File: src/rtl/sd_demodulator.sv
// sd_demodulator: 1-bit sigma-delta bitstream to PCM using a 3rd-order CIC decimator.
// The integrators wrap freely; the comb differences recover the exact in-range result.
module sd_demodulator #(
    parameter int pBITS     = 24,
    parameter int pDEC_BITS = 5
) (
    input  logic             iCLK,
    input  logic             iRESET,
    input  logic             iBIT,
    output logic [pBITS-1:0] oDATA,
    output logic             oSTROBE
);
    localparam int W = 3*pDEC_BITS+2;
    localparam int N = 3*pDEC_BITS+1;
    localparam logic [W-1:0]     FULL = W'(1) << (3*pDEC_BITS);
    localparam logic [N-1:0]     MAXP = {1'b0, {(N-1){1'b1}}};
    localparam logic [pBITS-1:0] MID  = pBITS'(1) << (pBITS-1);

    if (pBITS < N) begin : g_width_check
        $error("pBITS must be >= 3*pDEC_BITS+1");
    end

    logic                 rbit_q, rbit_d;
    logic [W-1:0]         i1_q, i1_d, i2_q, i2_d, i3_q, i3_d;
    logic [W-1:0]         d3_q, d3_d, c1_q, c1_d, d1_q, d1_d;
    logic [W-1:0]         c2_q, c2_d, d2_q, d2_d, c3_q, c3_d;
    logic [pDEC_BITS-1:0] cnt_q, cnt_d;
    logic [1:0]           warm_q, warm_d, t_q, t_d;
    logic [2:0]           v_q, v_d;
    logic [pBITS-1:0]     data_q, data_d;
    logic                 stb_q, stb_d;
    logic                 tick;
    logic [N-1:0]         trunc;

    // t_q steps the comb stages on every tick; v_q carries only post-warm-up ticks to the output.
    always_comb begin
        tick   = &cnt_q;
        rbit_d = iBIT;
        i1_d   = i1_q + (rbit_q ? W'(1) : {W{1'b1}});
        i2_d   = i2_q + i1_q;
        i3_d   = i3_q + i2_q;
        cnt_d  = cnt_q + pDEC_BITS'(1);
        warm_d = (tick && warm_q != 2'd3) ? warm_q + 2'd1 : warm_q;
        d3_d   = tick ? i3_q : d3_q;
        c1_d   = tick ? i3_q - d3_q : c1_q;
        d1_d   = t_q[0] ? c1_q : d1_q;
        c2_d   = t_q[0] ? c1_q - d1_q : c2_q;
        d2_d   = t_q[1] ? c2_q : d2_q;
        c3_d   = t_q[1] ? c2_q - d2_q : c3_q;
        t_d    = {t_q[0], tick};
        v_d    = {v_q[1:0], tick && warm_q == 2'd3};
        trunc  = (c3_q == FULL) ? MAXP : c3_q[N-1:0];
        stb_d  = v_q[2];
        data_d = v_q[2] ? pBITS'({~trunc[N-1], trunc[N-2:0]}) << (pBITS-N) : data_q;
    end

    always_ff @(posedge iCLK) begin
        if (iRESET) begin
            rbit_q <= 1'b0;
            i1_q   <= '0;
            i2_q   <= '0;
            i3_q   <= '0;
            d3_q   <= '0;
            c1_q   <= '0;
            d1_q   <= '0;
            c2_q   <= '0;
            d2_q   <= '0;
            c3_q   <= '0;
            cnt_q  <= '0;
            warm_q <= '0;
            t_q    <= '0;
            v_q    <= '0;
            data_q <= MID;
            stb_q  <= 1'b0;
        end else begin
            rbit_q <= rbit_d;
            i1_q   <= i1_d;
            i2_q   <= i2_d;
            i3_q   <= i3_d;
            d3_q   <= d3_d;
            c1_q   <= c1_d;
            d1_q   <= d1_d;
            c2_q   <= c2_d;
            d2_q   <= d2_d;
            c3_q   <= c3_d;
            cnt_q  <= cnt_d;
            warm_q <= warm_d;
            t_q    <= t_d;
            v_q    <= v_d;
            data_q <= data_d;
            stb_q  <= stb_d;
        end
    end

    assign oDATA   = data_q;
    assign oSTROBE = stb_q;
endmodule

File: config.mk
export PLATFORM = sky130hd
export DESIGN_NAME = sd_demodulator
export DESIGN_NICKNAME = d
export VERILOG_FILES = /design/src/rtl/sd_demodulator.sv
export SDC_FILE = /design/constraint.sdc
export NUM_CORES = 1
export LEC_CHECK = 0
export ABC_AREA = 1
export CORE_AREA = 2 2 149 151
export DETAILED_ROUTE_END_ITERATION = 6
export DIE_AREA = 0 0 151 153
export GPL_TIMING_DRIVEN = 0
export HOLD_SLACK_MARGIN = 0.15
export PLACE_DENSITY = 0.74
export SETUP_SLACK_MARGIN = 0.3
export SLEW_MARGIN = 20
export SYNTH_ARGS = -nofsm -noshare
export SYNTH_HDL_FRONTEND = slang
export SYNTH_SLANG_ARGS = --single-unit
File: constraint.sdc
create_clock -name iCLK -period 1.8 [get_ports iCLK]
set_input_delay 0.45 -clock iCLK [delete_from_list [all_inputs] [get_ports iCLK]]
set_output_delay 0.45 -clock iCLK [all_outputs]
set_load 0.02 [all_outputs]
; Word-level counts from Yosys, hierarchy flattened
; Cells that the tools add are included.
[classes]
add_sub_neg = 8
n_reduce_logical = 3
mux = 2
n_eq_ne = 3
n_bitwise = 1
[op_table]
columns = cell, n
row1 = $add 17x17->17, 3
row2 = $sub 17x17->17, 3
row3 = $eq 17x16->1 const B, 1
row4 = $mux 17, 1
row5 = $mux 16, 1
row6 = $add 5x1->5 const B, 1
row7 = $reduce_and 5->1, 1
row8 = $add 2x1->2 const B, 1
row9 = $eq 2x2->1 const B, 1
row10 = $logic_and 1x1->1, 2
row11 = $ne 2x2->1 const B, 1
row12 = $not 1->1, 1
[totals]
inputBits = 3
output_inout_bits = 25
reg_bits = 183

; Depth between registers and ports, before layout
; Gate-level depths: netlist (run 1).
[depth]
depth_word = 3
depth_mapped = 14

; Worst setup path after synthesis (run 1)
; No wires, ideal clock.
[synth_path]
path_type = flip-flop to flip-flop
from = reg rbit_q
to = reg i1_q[15]
arrival_time_ns = 1.605
t_required_ns = 1.685
path_buffers = 0
stages_incl_launch_ff = 11
path_slack_ns = 0.080
path_cell_list = dfxtp_1 -> inv_1 -> ha_1 -> a21oi_1 -> nor2_1 -> nor2_1 -> nand2_1 -> nand3_1 -> nand3_1 -> nand2_1 -> nor2_1
[synth_between]
elab_chain_cells = 2
[synth_lines]
columns = element, line
row1 = start: declaration, 23  ; logic rbit_q, rbit_d;
row2 = start signal: assignment, 76  ; rbit_q <= rbit_d;
row3 = $mux 17, 39  ; i1_d = i1_q + (rbit_q ? W'(1) : {W{1'b1}});
row4 = $add 17x17->17, 39
row5 = end signal: assignment, 77  ; i1_q <= i1_d;
row6 = end: declaration, 24  ; logic [W-1:0] i1_q, i1_d, i2_q, i2_d, i3_q, i3_d;
; No other way between the ends.
; A chain may end at the register's enable or synchronous reset.

; Worst setup path in the final report (run 1)
[layout_path]
from = reg c2_q[1]
to = reg c3_q[8]
[layout_between]
elab_chain_cells = 1
[layout_lines]
columns = element, line
row1 = start: declaration, 26  ; logic [W-1:0] c2_q, c2_d, d2_q, d2_d, c3_q, c3_d;
row2 = start signal: assignment, 66  ; c2_q <= '0;
row3 = start signal: assignment, 83  ; c2_q <= c2_d;
row4 = $sub 17x17->17, 49  ; c3_d = t_q[1] ? c2_q - d2_q : c3_q;
row5 = end signal: assignment, 68  ; c3_q <= '0;
row6 = end signal: assignment, 85  ; c3_q <= c3_d;
row7 = end: declaration, 26
; No other way between the ends.

==> implementation parameters, run 1 <==
Parameter                              Value

Run status
  Run status ... finished, violations left
  Violated checks ... DRC, setup timing

Floorplan
  Total number of placement rows ... 54
  Die Area ... 23100 µm²
  Standard cell core area ... 21500 µm²
  Initial core utilization ... 54.1%
  Floorplan die height ... around 150 µm
  Die W ... 151 µm
  I/O pin count ... 28

Placement
  Total half-perimeter wirelength after legalization and detailed placement ... 21.5 mm
  Global placer's final weighted congestion ... 0.892
  Number of cells after detailed placement ... around 2100
  Total placed instance area ... 12300 µm²
  Count of buffers inserted at the top-level ports ... 19

Route
  Via count ... approximately 13000
  TritonRoute pass-1 iters ... 7
  DRC violations left ... 2
  Final WL ... 43.7 mm
  Via count normalized by instance count ... 5.93
  Final ANT Viol Nets ... 0
  Routed WL per cell ... 19.5 µm
  Initial drt markers ... 1166

Layout
  Non-filler cells in the finished layout ... 2243
  Fin nets ... 2057
  Area of combinational cells with multiple inputs ... 9360 µm²
  Antenna Cells ... 0
  Signed area change from the synthesized netlist to the final layout ... 44.7%
  Finished layout cell area ... 16800 µm²
  Share of layout cells above drive strength 1 ... 41.0%
  Filler cell count in the final layout ... around 1300
  Register area ... around 3800 µm²

Yosys
  Post-synthesis cell area ... between 10000 and 15000 µm²
  Count of unique library cells instantiated by Yosys ... 35
  Number of enable-type register cells in the synthesized netlist ... 0
  Main area contributors after synthesis ... sky130_fd_sc_hd__dfxtp_1, sky130_fd_sc_hd__nand2_1, sky130_fd_sc_hd__inv_1
  Number of instances in the synthesized netlist ... 1806
  Library cell occupying the most area in the post-synthesis netlist ... sky130_fd_sc_hd__dfxtp_1
  Yosys top cell area share ... 31.5%
  Async set-reset flop share out of synthesis ... 0%
  Synthesis Warnings ... 0
  Portion of the post-synthesis area used by sequential elements ... 31.5%
  Most used standard cells in the synthesized netlist ... sky130_fd_sc_hd__nand2_1, sky130_fd_sc_hd__inv_1, sky130_fd_sc_hd__nor2_1
  Cell with the most instances after synthesis ... sky130_fd_sc_hd__nand2_1
  Main flop type after synthesis ... sky130_fd_sc_hd__dfxtp_1
  Synthesized area per cell ... 6.44 µm²
  Seq cells post-synth ... between 150 and 200

Clocking
  CTS sink count ... 183
  Clock-pin slew on the worst setup and hold paths ... about 0.090 ns
  Clock latency at the later pin of the worst-skew pair ... between 0.4 and 0.5 ns
  H-tree depth reported by CTS ... 4
  Buffer cell driving the clock tree root ... sky130_fd_sc_hd__clkbuf_16
  Number of buffers on the longest clock path ... 2
  CTS tree ... done
  CTS buffer count ... 17

Global routing
  Wire length of the first global-routing pass ... 54.5 mm
  Via count of the first global-routing pass ... about 12000
  Gr ovfl total ... 0
  Pin count of the biggest net entering global routing ... 23
  GRT Total Usage ... around 29%
  Initial antenna violation count ... 0

STA
  Worst rel slew slack ... 44.7%
  Number of hold violations in the final report ... 0
  Worst-Margin Slew ... between 0.8 and 0.9 ns
  Fin. max-slew vios ... 0
  Unrepaired setup endpoints after global routing ... yes
  Setup slack after layout ... -0.0884 ns
  Final critical path time including I/O delays and setup ... between 1.5 and 2 ns
  Highest achievable clock rate ... 0.530 GHz
  Worst setup skew after layout ... 0.0187 ns
  Final worst-path cycle share ... 105%
  Final setup violation count ... 20

Pwr
  Pwr dens ... 1280 nW/µm²
  Worst ir drop on vdd ... 0.929 mV
  LEAKAGE ... between 7 and 8 nW
  Total power ... around 22 mW

Worst hold path
  Hold-critical path endpoint ... v_q[1]$_SDFF_PP0_
  Hold Path Stages ... 2
  Hold path startpoint ... v_q[0]$_SDFF_PP0_
  Worst hold path type ... flop to flop

Critical path
  Reg-to-reg setup timing slack ... -0.09 ns
  Critical path start-end classification ... flop to flop
  Startpoint of the most critical register-to-register path ... c2_q[1]$_SDFFE_PP0P_
  Launching element type of the critical path ... flop
  Worst Path Required ... about 2.2 ns
  Dominant delay contributor by cell family on the critical path ... adder cells
  Master of the slowest instance on the critical path ... sky130_fd_sc_hd__fa_2
  Number of cell instances on the worst register-to-register path ... 11
  Max stage delay on crit path ... 0.43 ns
  Endpoint class of the critical path ... flop
  Highest fanout seen on the critical path ... 3
  Cells along the critical path ... inv_1, fa_2, inv_2, nand2_2, nand2_2, nand3_2, buf_4, nand3_1, nand3_1, o211ai_1, inv_1
  Endpoint of the worst-slack reg-to-reg timing path ... c3_q[8]$_SDFFE_PP0P_
  Signal arrival time at the worst endpoint ... 2.24 ns
  Number of buffer and inverter stages on the critical path ... 4

Run
  Total of max-cap violations ... 0
[timing repair]
action / CTS / global route
gates cloned: 1 / 3
setup endpoints to repair: 130 / 143
pin swaps: 107 / 171
hold buffers: 0 / 0
resized for setup: 462 / 445
buffers inserted: 50 / 45
[logic make-up (layout without fill, tap and decap cells)]
logic type      Yosys count  after routing  synth area share [%]
buf+inv                 382            532                  12.8
simple gates            774            774                  27.2
flops                   183            183                  31.5
compound gates          339            339                  15.2
other cells               1              8                0.0323
fa+ha+maj               104            104                  11.6
xor+xnor                 23             23                  1.73
[placed cells by master, fill, tap and decap left out, types with 7 or more instances in the layout]
| master | instances |
|---|---|
| sky130_fd_sc_hd__dfxtp_4 | 20 |
| sky130_fd_sc_hd__o21ai_2 | 11 |
| sky130_fd_sc_hd__buf_4 | 79 |
| sky130_fd_sc_hd__clkbuf_16 | 22 |
| sky130_fd_sc_hd__nor2_1 | 170 |
| sky130_fd_sc_hd__a21oi_4 | 14 |
| sky130_fd_sc_hd__inv_2 | 53 |
| sky130_fd_sc_hd__inv_1 | 268 |
| sky130_fd_sc_hd__dfxtp_2 | 75 |
| sky130_fd_sc_hd__clkbuf_1 | 9 |
| sky130_fd_sc_hd__inv_4 | 7 |
| sky130_fd_sc_hd__nand2_4 | 55 |
| sky130_fd_sc_hd__a21oi_1 | 112 |
| sky130_fd_sc_hd__o21ai_0 | 87 |
| sky130_fd_sc_hd__ha_1 | 10 |
| sky130_fd_sc_hd__clkbuf_2 | 12 |
| sky130_fd_sc_hd__a31oi_1 | 15 |
| sky130_fd_sc_hd__ha_4 | 86 |
| sky130_fd_sc_hd__buf_6 | 29 |
| sky130_fd_sc_hd__nand3_1 | 30 |
| sky130_fd_sc_hd__nand3_4 | 12 |
| sky130_fd_sc_hd__o21ai_1 | 36 |
| sky130_fd_sc_hd__buf_2 | 25 |
| sky130_fd_sc_hd__dfxtp_1 | 88 |
| sky130_fd_sc_hd__nor2_4 | 11 |
| sky130_fd_sc_hd__nand3_2 | 57 |
| sky130_fd_sc_hd__nand2_1 | 280 |
| sky130_fd_sc_hd__a21oi_2 | 46 |
| sky130_fd_sc_hd__nand2_2 | 108 |
| sky130_fd_sc_hd__xor2_1 | 10 |
| sky130_fd_sc_hd__nor2_2 | 21 |
| sky130_fd_sc_hd__conb_1 | 8 |
[power breakdown]
group	leakage (nW)	internal, mW	switching [mW]
clock	0.305	1.94	2.18
sequential	1.53	4.61	0.819
combinational	5.72	4.82	7.15
total	7.55	11.4	10.2
[per-stage QoR]
step / hold slack, ns / setup TNS, ns / utilization (%) / setup slack [ns]
6_report: 0.411 / -0.902 / 78.3 / -0.0884
5_1_grt: 0.437 / -2.35 / 78.3 / -0.152
4_1_cts: 0.411 / 0 / 69.7 / 0.0630
3_5_place_dp: 0.399 / -24.11 / 57.1 / -0.412
3_3_place_gp: 0.395 / -20.80 / 57.1 / -0.407
2_1_floorplan: 0.388 / 0 / - / 0.0802
[worst register-to-register path: stages, from the launching register on]
cell	delay (ns)
sky130_fd_sc_hd__dfxtp_4	0.40
sky130_fd_sc_hd__inv_1	0.09
sky130_fd_sc_hd__fa_2	0.43
sky130_fd_sc_hd__inv_2	0.10
sky130_fd_sc_hd__nand2_2	0.06
sky130_fd_sc_hd__nand2_2	0.08
sky130_fd_sc_hd__nand3_2	0.11
sky130_fd_sc_hd__buf_4	0.17
sky130_fd_sc_hd__nand3_1	0.06
sky130_fd_sc_hd__nand3_1	0.08
sky130_fd_sc_hd__o211ai_1	0.12
sky130_fd_sc_hd__inv_1	0.07
[sequential cells by signal (all words and copies together), names as in the netlist]
name,count
c1_q,17
c2_q,17
c3_q,17
d1_q,17
d2_q,17
d3_q,17
i1_q,17
i2_q,17
i3_q,17
oDATA,16
cnt_q,5
v_q,3
t_q,2
warm_q,2
oSTROBE,1
rbit_q,1
[cell type report]
class / count / share of cell area [%]
Buffer: 52 / 2.28
Clock buffer: 17 / 2.53
Clock inverter: 15 / 1.21
Inverter: 330 / 7.52
Multi-Input combinational cell: 1248 / 55.7
Sequential cell: 183 / 22.8
Tap cell: 280 / 2.08
Timing Repair Buffer: 118 / 5.93
[per-layer routing]
metal,track usage [%],vias to the layer above,part of all wire (%)
met2,53.0,820,49
met5,0,-,0
met4,11.2,0,8.0
met1,33.5,6188,36
li1,-,5982,-
met3,4.12,318,7.0
[worst max path at each step]
stage / to / cells after the start / slack (ns) / startpoint
floorplan: i1_q[15]$_SDFF_PP0_ / 10 / 0.08 / rbit_q$_SDFF_PP0_
global placement: c1_q[10]$_SDFFE_PP0P_ / 6 / -0.41 / iRESET
detailed placement: c1_q[12]$_SDFFE_PP0P_ / 6 / -0.41 / iRESET
CTS: i1_q[11]$_SDFF_PP0_ / 12 / 0.06 / rbit_q$_SDFF_PP0_
global route: i1_q[13]$_SDFF_PP0_ / 9 / -0.15 / rbit_q$_SDFF_PP0_
finish: c3_q[8]$_SDFFE_PP0P_ / 11 / -0.09 / c2_q[1]$_SDFFE_PP0P_
No activity file was read; power rests on OpenSTA's default activity.
==> inputs of run 2 (changes only) <==
CAP_MARGIN = 20   (was not set)
GPL_ROUTABILITY_DRIVEN = 0   (was not set)
PLACE_DENSITY = 0.71   (was 0.74)
clock period = 2.2 ns   (was 1.8 ns; I/O delays follow)
==> implementation parameters, run 2 (synthesized netlist as in run 1, its figures left out) <==
Parameter                              Value

Pwr
  Fraction of power consumed by the clock network ... 23.9% (was 19.2%)
  Net switching share of the total power ... 43.3% (was 47.2%)
  Pwr dens ... 996 nW/µm² (was 1280 nW/µm²)
  Internal power ... 7.48 mW (was 11.4 mW)
  Total power ... 13.2 mW (was 21.5 mW)
  Switching Power ... 5.71 mW (was 10.2 mW)
  LEAKAGE ... 6.66 nW (was 7.55 nW)
  Reg power frac ... 31.1% (was 25.2%)
  Combinational Power Share ... 45.0% (was 55.6%)
  Worst ir drop on vdd ... 0.630 mV (was 0.929 mV)

STA
  Worst-Margin Slew ... 0.634 ns (was 0.830 ns)
  Number of hold violations in the final report ... 0 (unchanged)
  Worst setup skew after layout ... 0.0117 ns (was 0.0187 ns)
  Final setup violation count ... 0 (was 20)
  Worst rel slew slack ... 57.7% (was 44.7%)
  Final worst-path cycle share ... 84.4% (was 105%)
  Total Neg Setup Slack ... 0 ns (was -0.902 ns)
  Setup slack after layout ... 0.342 ns (was -0.0884 ns)
  Highest achievable clock rate ... 0.538 GHz (was 0.530 GHz)
  Hold Slack ... 0.405 ns (was 0.411 ns)
  Fin. max-slew vios ... 0 (unchanged)
  Unrepaired setup endpoints after global routing ... yes (unchanged)
  Final critical path time including I/O delays and setup ... 1.86 ns (was 1.89 ns)

Layout
  Area of combinational cells with multiple inputs ... 6840 µm² (was 9360 µm²)
  Signed area change from the synthesized netlist to the final layout ... 14.0% (was 44.7%)
  Share of layout cells above drive strength 1 ... 9.81% (was 41.0%)
  Finished layout cell area ... 13300 µm² (was 16800 µm²)
  Fin nets ... 1969 (was 2057)
  Non-filler cells in the finished layout ... 2155 (was 2243)
  Share of the core filled with cells ... 61.7% (was 78.3%)
  Filler cell count in the final layout ... 2035 (was 1269)
  Highest-count cells in the layout ignoring fill and taps ... sky130_fd_sc_hd__nand2_1, sky130_fd_sc_hd__inv_1, sky130_fd_sc_hd__nor2_1 (unchanged)
  Commonest non-fill, non-tap cell in the layout ... sky130_fd_sc_hd__nand2_1 (unchanged)
  Antenna Cells ... 0 (unchanged)
  Register area ... 3670 µm² (was 3830 µm²)

Clocking
  CTS sink count ... 183 (unchanged)
  CTS buffer count ... 17 (unchanged)
  Clock-pin slew on the worst setup and hold paths ... 0.08 ns (was 0.09 ns)
  CTS tree ... done (unchanged)
  Buffer cell driving the clock tree root ... sky130_fd_sc_hd__clkbuf_16 (unchanged)
  H-tree depth reported by CTS ... 4 (unchanged)
  Number of buffers on the longest clock path ... 2 (unchanged)
  Clock latency at the later pin of the worst-skew pair ... 0.44 ns (was 0.47 ns)

Critical path
  Highest fanout seen on the critical path ... 11 (was 3)
  Signal arrival time at the worst endpoint ... 2.20 ns (was 2.24 ns)
  Worst Path Required ... 2.54 ns (was 2.16 ns)
  Launching element type of the critical path ... flop (unchanged)
  Reg-to-reg setup timing slack ... 0.34 ns (was -0.09 ns)
  Critical path start-end classification ... flop to flop (unchanged)
  Endpoint class of the critical path ... flop (unchanged)

Global routing
  Via count of the first global-routing pass ... 10000 (was 11600)
  Wire length of the first global-routing pass ... 46.2 mm (was 54.5 mm)
  GRT Total Usage ... 24.6% (was 28.9%)
  Pin count of the biggest net entering global routing ... 22 (was 23)
  Initial antenna violation count ... 0 (unchanged)
  Gr ovfl total ... 0 (unchanged)

Floorplan
  Die W ... 151 µm (unchanged)
  Floorplan die height ... 153 µm (unchanged)
  Initial core utilization ... 54.1% (unchanged)
  Standard cell core area ... 21500 µm² (unchanged)
  Total number of placement rows ... 54 (unchanged)
  Die Area ... 23100 µm² (unchanged)
  I/O pin count ... 28 (unchanged)

Route
  Final ANT Viol Nets ... 0 (unchanged)
  TritonRoute pass-1 iters ... 5 (was 7)
  Initial drt markers ... 586 (was 1166)
  Via count normalized by instance count ... 5.07 (was 5.93)
  Routed WL per cell ... 13.0 µm (was 19.5 µm)
  Via count ... 10900 (was 13300)
  DRC violations left ... 0 (was 2)
  Final WL ... 28.0 mm (was 43.7 mm)

Run status
  Run status ... finished clean (was finished, violations left)

Placement
  Count of buffers inserted at the top-level ports ... 19 (unchanged)
  Number of cells after detailed placement ... 2112 (unchanged)
  Total placed instance area ... 12200 µm² (was 12300 µm²)
  Total half-perimeter wirelength after legalization and detailed placement ... 21.3 mm (was 21.5 mm)
  Worst slack at placement ... -0.103 ns (was -0.412 ns)

Run
  Total of max-cap violations ... 0 (unchanged)

Worst hold path
  Worst hold path type ... flop to flop (unchanged)
-- run 2: critical path, stage by stage, from the launching register on --
cell,delay [ns]
sky130_fd_sc_hd__dfxtp_4,0.38
sky130_fd_sc_hd__clkinvlp_4,0.11
sky130_fd_sc_hd__buf_12,0.16
sky130_fd_sc_hd__buf_4,0.17
sky130_fd_sc_hd__ha_4,0.29
sky130_fd_sc_hd__nand2_2,0.07
sky130_fd_sc_hd__nor4_2,0.27
sky130_fd_sc_hd__nand2_1,0.12
sky130_fd_sc_hd__a21oi_2,0.13
sky130_fd_sc_hd__nor2_1,0.05
-- run 2: metal layers --
| metal | share of wire (%) | up-vias | routed length (µm) | track usage, % |
|---|---|---|---|---|
| met5 | 0 | - | 0 | 0 |
| met4 | 2.0 | 0 | 570 | 6.99 |
| met3 | 3.2 | 42 | 884 | 3.55 |
| met2 | 49 | 169 | 13700 | 43.5 |
| met1 | 46 | 4907 | 12800 | 30.8 |
| li1 | - | 5816 | - | - |
-- run 2: cell type report --
type                       count  share of cell area, %
clock inverter                15                   1.49
inverter                     330                   9.38
clock buffer                  17                   3.21
multi-input combinational   1248                   51.6
timing repair buffer          30                   1.99
tap                          280                   2.64
sequential                   183                   27.7
buffer                        52                   1.93
-- run 2: what timing repair did --
action	in CTS	in global routing
hold buffers	0	0
pin swaps	0	24
endpoints found under the setup margin	44	47
setup buffers	3	8
hold endpoints to repair	0	0
resized for setup	35	94
-- run 2: worst paths after layout --
| path | from | end | cells past startpoint |
|---|---|---|---|
| hold reg to reg | v_q[0]$_SDFF_PP0_ | v_q[1]$_SDFF_PP0_ | 2 |
| setup / recovery | rbit_q$_SDFF_PP0_ | i1_q[16]$_SDFF_PP0_ | 9 |
| hold / removal | v_q[0]$_SDFF_PP0_ | v_q[1]$_SDFF_PP0_ | 2 |
| setup reg to reg | rbit_q$_SDFF_PP0_ | i1_q[16]$_SDFF_PP0_ | 9 |
-- run 2: power groups by stage --
stage	Sequential, mW	Combinational [mW]	Clock, mW
finish	4.10	5.94	3.15
global route	4.13	6.84	3.37
CTS	4.07	5.43	3.22
detailed placement	4.14	5.34	0
global placement	4.15	5.24	0
floorplan	3.97	4.40	0
